==> config.mk <==
export PLATFORM = sky130hd
export DESIGN_NAME = scan_chain_controller
export DESIGN_NICKNAME = d
export VERILOG_FILES = /design/src/rtl/scan_chain_pkg.sv /design/src/rtl/scan_phase_gen.sv /design/src/rtl/scan_chain_controller.sv
export SDC_FILE = /design/constraint.sdc
export NUM_CORES = 1
export LEC_CHECK = 0
export BUFFER_PORTS_ARGS = -buffer_cell sky130_fd_sc_hd__buf_2
export CAP_MARGIN = 20
export CORE_MARGIN = 5
export CORE_UTILIZATION = 35
export CTS_CLUSTER_DIAMETER = 80
export DETAILED_ROUTE_END_ITERATION = 10
export PLACE_DENSITY_LB_ADDON = 0.08
export SKIP_LAST_GASP = 1
export SYNTH_ARGS = -nofsm -noshare
export SYNTH_HDL_FRONTEND = slang
export SYNTH_SLANG_ARGS = --single-unit
export TNS_END_PERCENT = 1
==> constraint.sdc <==
create_clock -name clk -period 12.1 [get_ports clk]
set_input_delay 0 -clock clk [delete_from_list [all_inputs] [get_ports clk]]
set_output_delay 0 -clock clk [all_outputs]
set_load 0.02 [all_outputs]
==> src/rtl/scan_chain_pkg.sv <==
// Shared state encoding and counter sizing for the scan chain controller.
package scan_chain_pkg;

    localparam int DEF_NUM_IOS = 8;
    localparam int MAX_DESIGNS = 512;

    typedef enum logic [2:0] {
        ST_IDLE,
        ST_SHIFT_IN,
        ST_LATCH,
        ST_CAPTURE,
        ST_SHIFT_OUT,
        ST_DONE
    } scan_state_e;

    // Bit counter wide enough to index any chain position of the largest chain.
    function automatic int cnt_width(input int num_ios);
        return $clog2(MAX_DESIGNS * num_ios);
    endfunction

    localparam int BIT_CNT_W = cnt_width(DEF_NUM_IOS);

endpackage

==> src/rtl/scan_phase_gen.sv <==
// Bit/phase sequencer: two clk per scan bit, scan_clk high in phase 1 of pulsing states.
module scan_phase_gen
    import scan_chain_pkg::*;
#(
    parameter int CNT_W = BIT_CNT_W
) (
    input  logic             clk,
    input  logic             reset,
    input  logic             restart_i,
    input  logic             pulse_en_i,
    output logic [CNT_W-1:0] bit_o,
    output logic [CNT_W-1:0] bit_nxt_o,
    output logic             phase_o,
    output logic             scan_clk_o
);

    logic [CNT_W-1:0] bit_q, bit_d;
    logic             phase_q, phase_d;
    logic             scan_clk_q, scan_clk_d;

    always_comb begin
        // NOTE: every signal driven here gets a default first, so no path can infer a latch.
        bit_d   = bit_q;
        phase_d = ~phase_q;
        if (restart_i) begin
            bit_d   = '0;
            phase_d = 1'b0;
        end else if (phase_q) begin
            bit_d = bit_q + CNT_W'(1);
        end
        scan_clk_d = pulse_en_i & phase_d;
    end

    always_ff @(posedge clk or posedge reset) begin
        // NOTE: state uses non-blocking assignments so all flops see pre-edge values.
        if (reset) begin
            bit_q      <= '0;
            phase_q    <= 1'b0;
            scan_clk_q <= 1'b0;
        end else begin
            bit_q      <= bit_d;
            phase_q    <= phase_d;
            scan_clk_q <= scan_clk_d;
        end
    end

    assign bit_o      = bit_q;
    assign bit_nxt_o  = bit_d;
    assign phase_o    = phase_q;
    assign scan_clk_o = scan_clk_q;

endmodule

==> src/rtl/scan_chain_controller.sv <==
// Scan chain controller: drives one design per frame and reads its outputs back.
// Optional SCAN_SELECT_RANGE_CHECK_EN: out-of-range active_select shifts zeros and returns 0.
module scan_chain_controller
    import scan_chain_pkg::*;
#(
    parameter int NUM_DESIGNS = 4,
    parameter int NUM_IOS     = DEF_NUM_IOS
) (
    input  logic               clk,
    input  logic               reset,
    input  logic [8:0]         active_select,
    input  logic [NUM_IOS-1:0] inputs,
    output logic [NUM_IOS-1:0] outputs,
    output logic               ready,
    output logic               scan_clk,
    output logic               scan_data_out,
    input  logic               scan_data_in,
    output logic               scan_select,
    output logic               scan_latch_enable
);

    localparam int L     = NUM_DESIGNS * NUM_IOS;
    localparam int CNT_W = cnt_width(NUM_IOS);
    localparam int POS_W = CNT_W + 1;
    localparam int SEL_W = (NUM_DESIGNS > 1) ? $clog2(NUM_DESIGNS) : 1;
    localparam int IO_W  = (NUM_IOS > 1) ? $clog2(NUM_IOS) : 1;
    localparam logic [CNT_W-1:0] LAST_BIT = CNT_W'(L - 1);

    scan_state_e        state_q, state_d;
    logic [NUM_IOS-1:0] in_q, in_d;
    logic [POS_W-1:0]   base_q, base_d;
    logic               valid_q, valid_d;
    logic [NUM_IOS-1:0] shadow_q, shadow_d;
    logic [NUM_IOS-1:0] outputs_q, outputs_d;
    logic               ready_q, data_q, data_d, select_q, latch_q;

    logic               restart, pulse_en, phase;
    logic [CNT_W-1:0]   bit_cur, bit_nxt;
    logic [POS_W-1:0]   out_off, cap_off;

    scan_phase_gen #(.CNT_W(CNT_W)) u_phase_gen (
        .clk        (clk),
        .reset      (reset),
        .restart_i  (restart),
        .pulse_en_i (pulse_en),
        .bit_o      (bit_cur),
        .bit_nxt_o  (bit_nxt),
        .phase_o    (phase),
        .scan_clk_o (scan_clk)
    );

    // Scan bit k addresses chain position L-1-k.
    function automatic logic [POS_W-1:0] chain_pos(input logic [CNT_W-1:0] k);
        return POS_W'(LAST_BIT) - POS_W'(k);
    endfunction

`ifndef SCAN_SELECT_RANGE_CHECK_EN
    logic unused_sel;
    assign unused_sel = ^active_select[8:SEL_W];
`endif

    // Frame parameters are taken only when leaving IDLE.
    always_comb begin
        in_d    = in_q;
        base_d  = base_q;
        valid_d = valid_q;
        if (state_q == ST_IDLE) begin
            in_d = inputs;
`ifdef SCAN_SELECT_RANGE_CHECK_EN
            valid_d = (32'(active_select) < 32'(NUM_DESIGNS));
            base_d  = POS_W'(active_select) * POS_W'(NUM_IOS);
`else
            valid_d = 1'b1;
            base_d  = POS_W'(active_select[SEL_W-1:0]) * POS_W'(NUM_IOS);
`endif
        end
    end

    always_comb begin
        state_d = state_q;
        case (state_q)
            ST_IDLE:      state_d = ST_SHIFT_IN;
            ST_SHIFT_IN:  if (phase && bit_cur == LAST_BIT) state_d = ST_LATCH;
            ST_LATCH:     if (phase) state_d = ST_CAPTURE;
            ST_CAPTURE:   if (phase) state_d = ST_SHIFT_OUT;
            ST_SHIFT_OUT: if (phase && bit_cur == LAST_BIT) state_d = ST_DONE;
            ST_DONE:      state_d = ST_IDLE;
            default:      state_d = ST_IDLE;
        endcase
        restart  = (state_d != state_q);
        pulse_en = (state_q == ST_SHIFT_IN) || (state_q == ST_CAPTURE) ||
                   (state_q == ST_SHIFT_OUT);

        // Offsets wrap to large values below the active slot, so one compare bounds both sides.
        out_off = chain_pos(bit_nxt) - base_d;
        data_d  = 1'b0;
        if (state_d == ST_SHIFT_IN && valid_d && out_off < POS_W'(NUM_IOS))
            data_d = in_d[out_off[IO_W-1:0]];

        cap_off  = chain_pos(bit_cur) - base_q;
        shadow_d = shadow_q;
        if (state_q == ST_IDLE)
            shadow_d = '0;
        else if (state_q == ST_SHIFT_OUT && !phase && valid_q && cap_off < POS_W'(NUM_IOS))
            shadow_d[cap_off[IO_W-1:0]] = scan_data_in;

        outputs_d = (state_d == ST_DONE) ? shadow_q : outputs_q;
    end

    always_ff @(posedge clk or posedge reset) begin
        if (reset) begin
            state_q   <= ST_IDLE;
            in_q      <= '0;
            base_q    <= '0;
            valid_q   <= 1'b0;
            shadow_q  <= '0;
            outputs_q <= '0;
            ready_q   <= 1'b0;
            data_q    <= 1'b0;
            select_q  <= 1'b0;
            latch_q   <= 1'b0;
        end else begin
            state_q   <= state_d;
            in_q      <= in_d;
            base_q    <= base_d;
            valid_q   <= valid_d;
            shadow_q  <= shadow_d;
            outputs_q <= outputs_d;
            ready_q   <= (state_d == ST_DONE);
            data_q    <= data_d;
            select_q  <= (state_d == ST_CAPTURE);
            latch_q   <= (state_d == ST_LATCH);
        end
    end

    assign outputs           = outputs_q;
    assign ready             = ready_q;
    assign scan_data_out     = data_q;
    assign scan_select       = select_q;
    assign scan_latch_enable = latch_q;

endmodule

==> qor.yml, run 1 <==
status:
  outcome: "completed"
yosys:
  yosysUniqueCellTypes: 55
  async_flop_share: 1.00
  seq_area_frac_synth: 0.358
  synth_edf_count: 0
  synth_top_area_share: 0.358
  syn_inst: 454
  syn_area_per_cell_um2: 9.09
  yosysWarnings: 0
  synth_nets: 523
  synthFlopType: "dfrtp_1"
  yosysMostFrequentCell: "inv_1"
  mappedNetlistArea_mm2: 0.00413
  yosysTopAreaCell: "dfrtp_1"
  ys_ff_latch: 59
  netlist_top_cells_area: "dfrtp_1 (36%), ha_1 (14%), inv_1 (5.7%)"
  netlist_top_cells_count: "inv_1 (63), dfrtp_1 (59), nand2_1 (51)"
setup_path:
  start_kind: "flip-flop"
  r2r-end: "scan_data_out$_DFF_PP0_"
  worstSetupEndpointType: "flip-flop"
  critPathMaxStageDelay_ns: 0.74
  reg2reg_depth: 16
  crit_chain: "and3_1, and3_1, a31oi_1, a22oi_1, nor2_1, a31oi_1, nand2b_1, ha_1, ha_1, a211oi_1, o21ai_0, a21oi_1, o21ai_0, o41ai_1, xor2_1, a2111oi_0"
  arrival_ns: 5.22
  reg2reg_slack_ns: 7.08
  rr_startpoint: "u_phase_gen.phase_o$_DFF_PP0_"
  worst_path_max_delay_cell: "a31oi_1"
  crit_fanout: 13
  criticalPathCategory: "flip-flop to flip-flop"
  cp.required_ns: 12.30
sta:
  hold_viol_final: 0
  finalCritPeriodShare: 0.415
  tns_ns: 0
  fmax_mhz: 199
  drv_slew: 0
  fin_worst_skew_ns: 0.00996
  min_period_ns: 5.02
  slew_headroom: 0.327
  fin_ws_ns: 7.08
  rsz0062_at_grt: "no"
  setup_viol: 0
  worst_pin_slew_ns: 1.00
place:
  placed_area_mm2: 0.00438
  post-dp-hpwl_um: 6850
  pre_cts_ws_ns: 7.01
  io_buffers: 25
  gp_congestion: 0.775
min_path:
  hold_class: "primary input to flip-flop"
  hold_end: "shadow_q[6]$_DFFE_PP0P_"
  min_path_cells: 3
  hp-start: "scan_data_in"
routing:
  dr_total_vias: 3202
  antenna_left: 0
  highest_layer: "met4"
  met3_length_um: 270
  routedWlPerCell_um: 14.2
  wirelength_um: 9030
  vias_per_cell: 5.02
  drc: 0
  wl_met1_um: 4450
  dr.pass1.iters: 4
  drtIter0Drc: 165
  routed-wl-met2_um: 4170
floorplanning:
  start_util: 0.360
  ios: 33
  core_mm2: 0.0115
  dieArea_mm2: 0.0141
  num_rows: 39
  die_width_um: 119
  die_h_um: 119
final_layout:
  stdcell_area_mm2: 0.00480
  area_delta_synth_final_pct: 16.3
  drive_gt1_frac: 0.139
  final_util: 0.419
  antenna_cells: 0
  n_fill_cell: 1122
  final_nets: 560
clocking:
  cts_sinks: 59
  cts_tree: "done"
  clockRootBuffer: "clkbuf_16"
  clockBufferDepth: 2
  ctsHtreeMaxLevel: 3
  clock_latency_ns: 0.33
  cts_setup_buffers: 0
  clkTransAtPathRegs_ns: 0.05
  cts_made_buffers: 9
run:
  maxCapViolCount: 0
power_and_ir_drop:
  vdd_ir_drop_max_mv: 0.0637
  p_leak_nw: 2.42
  cellPowerDensity_mw_per_mm2: 103
global_routing:
  grt_pass1_wl_um: 15500
  grt_pass1_vias: 3150
  grt_max_degree: 60
  grt_overflow: 0
  grt_usage: 0.136
  antenna_found_initial: 0
==> logic make-up after synthesis <==
family                   after synthesis  share of synthesized area
AO/OA/AOI/OAI                         70                      0.114
XOR/XNOR                              18                     0.0382
adder cells (fa/ha/maj)               49                      0.152
buffers and inverters                 75                     0.0746
flip-flops                            59                      0.358
multiplexers                          23                     0.0624
AND/OR/NAND/NOR                      160                      0.201
==> metal layers <==
layer / track usage / up-vias
met5: 0 / -
met1: 0.182 / 1497
met4: 0.0510 / 0
li1: - / 1653
met3: 0.0277 / 9
met2: 0.215 / 43
==> metrics by stage <==
stage	std cells	power, W	hold slack [ns]
4_1_cts	638	0.000506	0.120
3_5_place_dp	612	0.000224	0.222
5_1_grt	638	0.000519	0.155
2_1_floorplan	454	0.000217	0.120
6_report	638	0.000496	0.115
3_3_place_gp	612	0.000224	0.215
==> power by group <==
group	internal, W	switching (W)
sequential	0.000199	0.000000407
clock	0.000184	0.0000898
combinational	0.00000997	0.0000131
total	0.000393	0.000103
==> repair_timing <==
action | 4_1_cts | 5_1_grt
setup endpoints to repair | 0 | 0
hold endpoints to repair | 69 | 0
gates resized for setup | 0 | 0
hold buffers | 11 | 0
==> area by class of cell <==
type / instances / area (um2) / area share
well taps: 143 / 179 / 0.0373
inverters: 63 / 236 / 0.0492
multi-input cells: 320 / 2340 / 0.488
clock buffers: 10 / 239 / 0.0498
flip-flops and latches: 59 / 1480 / 0.307
clock inverters: 5 / 77.6 / 0.0162
repair buffers: 38 / 250 / 0.0521
==> state kept, by name (all words and copies together), names as in the netlist, 3 cells and up <==
signal and flops:
state_q 3, base_q 13, outputs 8, shadow_q 8
in_q 8, u_phase_gen.bit_o 12
==> critical path: cells and delay by family (launching register included) <==
kind / cells / cell delay (ns)
AOI/OAI and AO/OA: 9 / 2.76
and+or+nand+nor: 4 / 0.85
adders and majority gates: 2 / 0.56
xor gates and xnor gates: 1 / 0.12
DFF: 1 / 0.59
==> cell usage in the layout (no fill, tap or decap), types with 11 or more instances in the layout <==
cell,netlist,layout
dlygate4sd3_1,0,11
a21oi_1,16,16
inv_1,63,62
nand4_1,16,16
buf_2,3,25
ha_1,47,47
xnor2_1,16,16
mux2_2,12,12
dfrtp_1,59,59
o21ai_0,16,16
nand2_1,51,51
nor2_1,27,27
==> worst max-delay path by stage <==
stage,startpoint,cells after the start,endpoint,slack (ns)
floorplan,u_phase_gen.bit_o[0]$_DFF_PP0_,16,scan_data_out$_DFF_PP0_,8.24
global placement,u_phase_gen.phase_o$_DFF_PP0_,16,scan_data_out$_DFF_PP0_,7.09
detailed placement,u_phase_gen.phase_o$_DFF_PP0_,16,scan_data_out$_DFF_PP0_,7.01
CTS,u_phase_gen.phase_o$_DFF_PP0_,16,scan_data_out$_DFF_PP0_,7.00
global route,u_phase_gen.phase_o$_DFF_PP0_,16,scan_data_out$_DFF_PP0_,6.49
finish,u_phase_gen.phase_o$_DFF_PP0_,16,scan_data_out$_DFF_PP0_,7.08
Power figures use the tool's default switching activity.
==> run 2: changes to the inputs <==
- clock period: 12.1 -> 4.1 ns (I/O delays scaled with it)
==> qor.yml, run 2 (synthesis gave the netlist of run 1 again) <==
status:
  outcome: "completed"
setup_path:
  crit_chain: "and3_1, and3_4, a31oi_4, a22oi_1, nor2_1, a31oi_2, buf_4, or2_4, ha_4, ha_4, inv_1, fa_2, mux2_2, mux4_2, nand4_1, a2111oi_2"
  arrival_ns: 4.09  # -1.13 ns
  start_kind: "flip-flop"
  worstSetupEndpointType: "flip-flop"
  cp.required_ns: 4.31  # -7.99 ns
  criticalPathCategory: "flip-flop to flip-flop"
  worst_path_max_delay_cell: "fa_2"
  reg2reg_depth: 16  # unchanged
  critPathMaxStageDelay_ns: 0.58  # -0.16 ns
  crit_top_cell: "ha_4"
  crit_fanout: 4  # -9
power_and_ir_drop:
  cellPowerDensity_mw_per_mm2: 304  # +190%
  p_leak_nw: 2.58  # +6.6%
  power_w: 0.00156  # +210%
  vdd_ir_drop_max_mv: 0.182  # +190%
sta:
  drv_slew: 0  # unchanged
  fin_worst_skew_ns: 0.00821  # -0.00175 ns
  timing.hold.ws_ns: 0.115  # -0.000498 ns
  fin_ws_ns: 0.215  # -6.86 ns
  worst_pin_slew_ns: 0.767  # -0.238 ns
  finalCritPeriodShare: 0.948  # +0.533
  slew_headroom: 0.489  # +0.162
  min_period_ns: 3.89  # -1.14 ns
  setup_viol: 0  # unchanged
  hold_viol_final: 0  # unchanged
  fmax_mhz: 257  # +29%
floorplanning:
  die_width_um: 119  # unchanged
  die_h_um: 119  # unchanged
  dieArea_mm2: 0.0141  # unchanged
  start_util: 0.360  # unchanged
  num_rows: 39  # unchanged
  core_mm2: 0.0115  # unchanged
  ios: 33  # unchanged
clocking:
  clockRootBuffer: "clkbuf_16"
  ctsHtreeMaxLevel: 3  # unchanged
  clkTransAtPathRegs_ns: 0.06  # about the same
  cts_tree: "done"
  clock_latency_ns: 0.33  # about the same
  cts_made_buffers: 9  # unchanged
  clockBufferDepth: 2  # unchanged
  cts_sinks: 59  # unchanged
final_layout:
  n_fill_cell: 1130  # +0.71%
  antenna_cells: 0  # unchanged
  final_cells: 665  # +4.2%
  regMostFlops: "base_q"
  largest_register_ffs: 13  # unchanged
  final_nets: 586  # +4.6%
  layout_common_cells: "inv_1 (62), dfrtp_1 (59), nand2_1 (51)"
  layout.cells.most_common: "inv_1"
  area_delta_synth_final_pct: 24.3
  drive_gt1_frac: 0.213  # +0.0732
routing:
  routedWlPerCell_um: 14.2  # +0.19%
  drtIter0Drc: 93  # -44%
  wirelength_um: 9430  # +4.4%
  antenna_left: 0  # unchanged
  vias_per_cell: 4.93  # -1.8%
  drc: 0  # unchanged
  dr.pass1.iters: 4  # unchanged
  dr_total_vias: 3278  # +2.4%
place:
  pre_cts_ws_ns: -0.116  # -7.12 ns
  gp_congestion: 0.814  # +5.0%
  post-dp-hpwl_um: 7070  # +3.2%
  io_buffers: 25  # unchanged
  dp_cells: 637  # +4.1%
global_routing:
  grt_pass1_wl_um: 15800  # +1.7%
  antenna_found_initial: 0  # unchanged
  grt_pass1_vias: 3268  # +3.7%
  grt_overflow: 0  # unchanged
  grt_usage: 0.139  # +0.00289
  grt_max_degree: 60  # unchanged
min_path:
  hold_class: "primary input to flip-flop"
  min_path_cells: 3  # unchanged
run:
  maxCapViolCount: 0  # unchanged
## run 2: cell type report
cell class / count / area, um2 / area share
Multi-Input combinational cell: 320 / 2440 / 0.476
Sequential cell: 59 / 1480 / 0.288
Timing Repair Buffer: 64 / 445 / 0.0868
Clock buffer: 10 / 239 / 0.0466
Inverter: 63 / 236 / 0.0461
Tap cell: 143 / 179 / 0.0349
Clock inverter: 6 / 113 / 0.0219
## run 2: through the flow
stage                     TNS, ns  instance area (um2)  utilization
after floorplan                 0                 4130            -
after global placement    -0.0164                 4560        0.398
after detailed placement   -0.116                 4560        0.398
after CTS                       0                 5040        0.440
after global routing      -0.0124                 5130        0.447
final                           0                 5130        0.447
## run 2: per-layer routing
| layer | vias to the layer above | GRT usage | wire (um) |
|---|---|---|---|
| met5 | - | 0 | 0 |
| met1 | 1527 | 0.177 | 4540 |
| met4 | 0 | 0.0617 | 214 |
| li1 | 1701 | - | - |
| met2 | 36 | 0.225 | 4450 |
| met3 | 14 | 0.0296 | 226 |
## run 2: path summary, 6_finish.rpt
check	from	to	slack [ns]
hold / removal	scan_data_in	shadow_q[6]$_DFFE_PP0P_	0.11
setup reg to reg	u_phase_gen.bit_o[3]$_DFF_PP0_	scan_data_out$_DFF_PP0_	0.21
min in group asynchronous	reset	shadow_q[7]$_DFFE_PP0P_	0.44
setup / recovery	u_phase_gen.bit_o[3]$_DFF_PP0_	scan_data_out$_DFF_PP0_	0.21
max in group asynchronous	reset	base_q[10]$_DFF_PP0_	3.14
hold reg to reg	in_q[4]$_DFF_PP0_	in_q[4]$_DFF_PP0_	0.47
## run 2: repair_timing
item / in CTS / in global routing
hold endpoints to repair: 69 / 0
setup endpoints to repair: 1 / 1
hold buffers: 11 / 0
pin swaps: 2 / 10
gates resized for setup: 4 / 21
buffers inserted: 0 / 1
## run 2: power by group
part	switching, W	internal [W]	total (W)
clock network	0.000287	0.000611	0.000898
registers	0.00000117	0.000588	0.000589
logic	0.0000407	0.0000330	0.0000737
total	0.000329	0.00123	0.00156
## run 2: worst max-delay path: cells and delay by family (launching register included)
family | cells | cell delay, ns
buffers and inverters | 2 | 0.23
muxes | 2 | 0.83
DFF | 1 | 0.37
adders and majority gates | 3 | 0.98
AOI/OAI and AO/OA | 4 | 0.39
and+or+nand+nor | 5 | 0.95
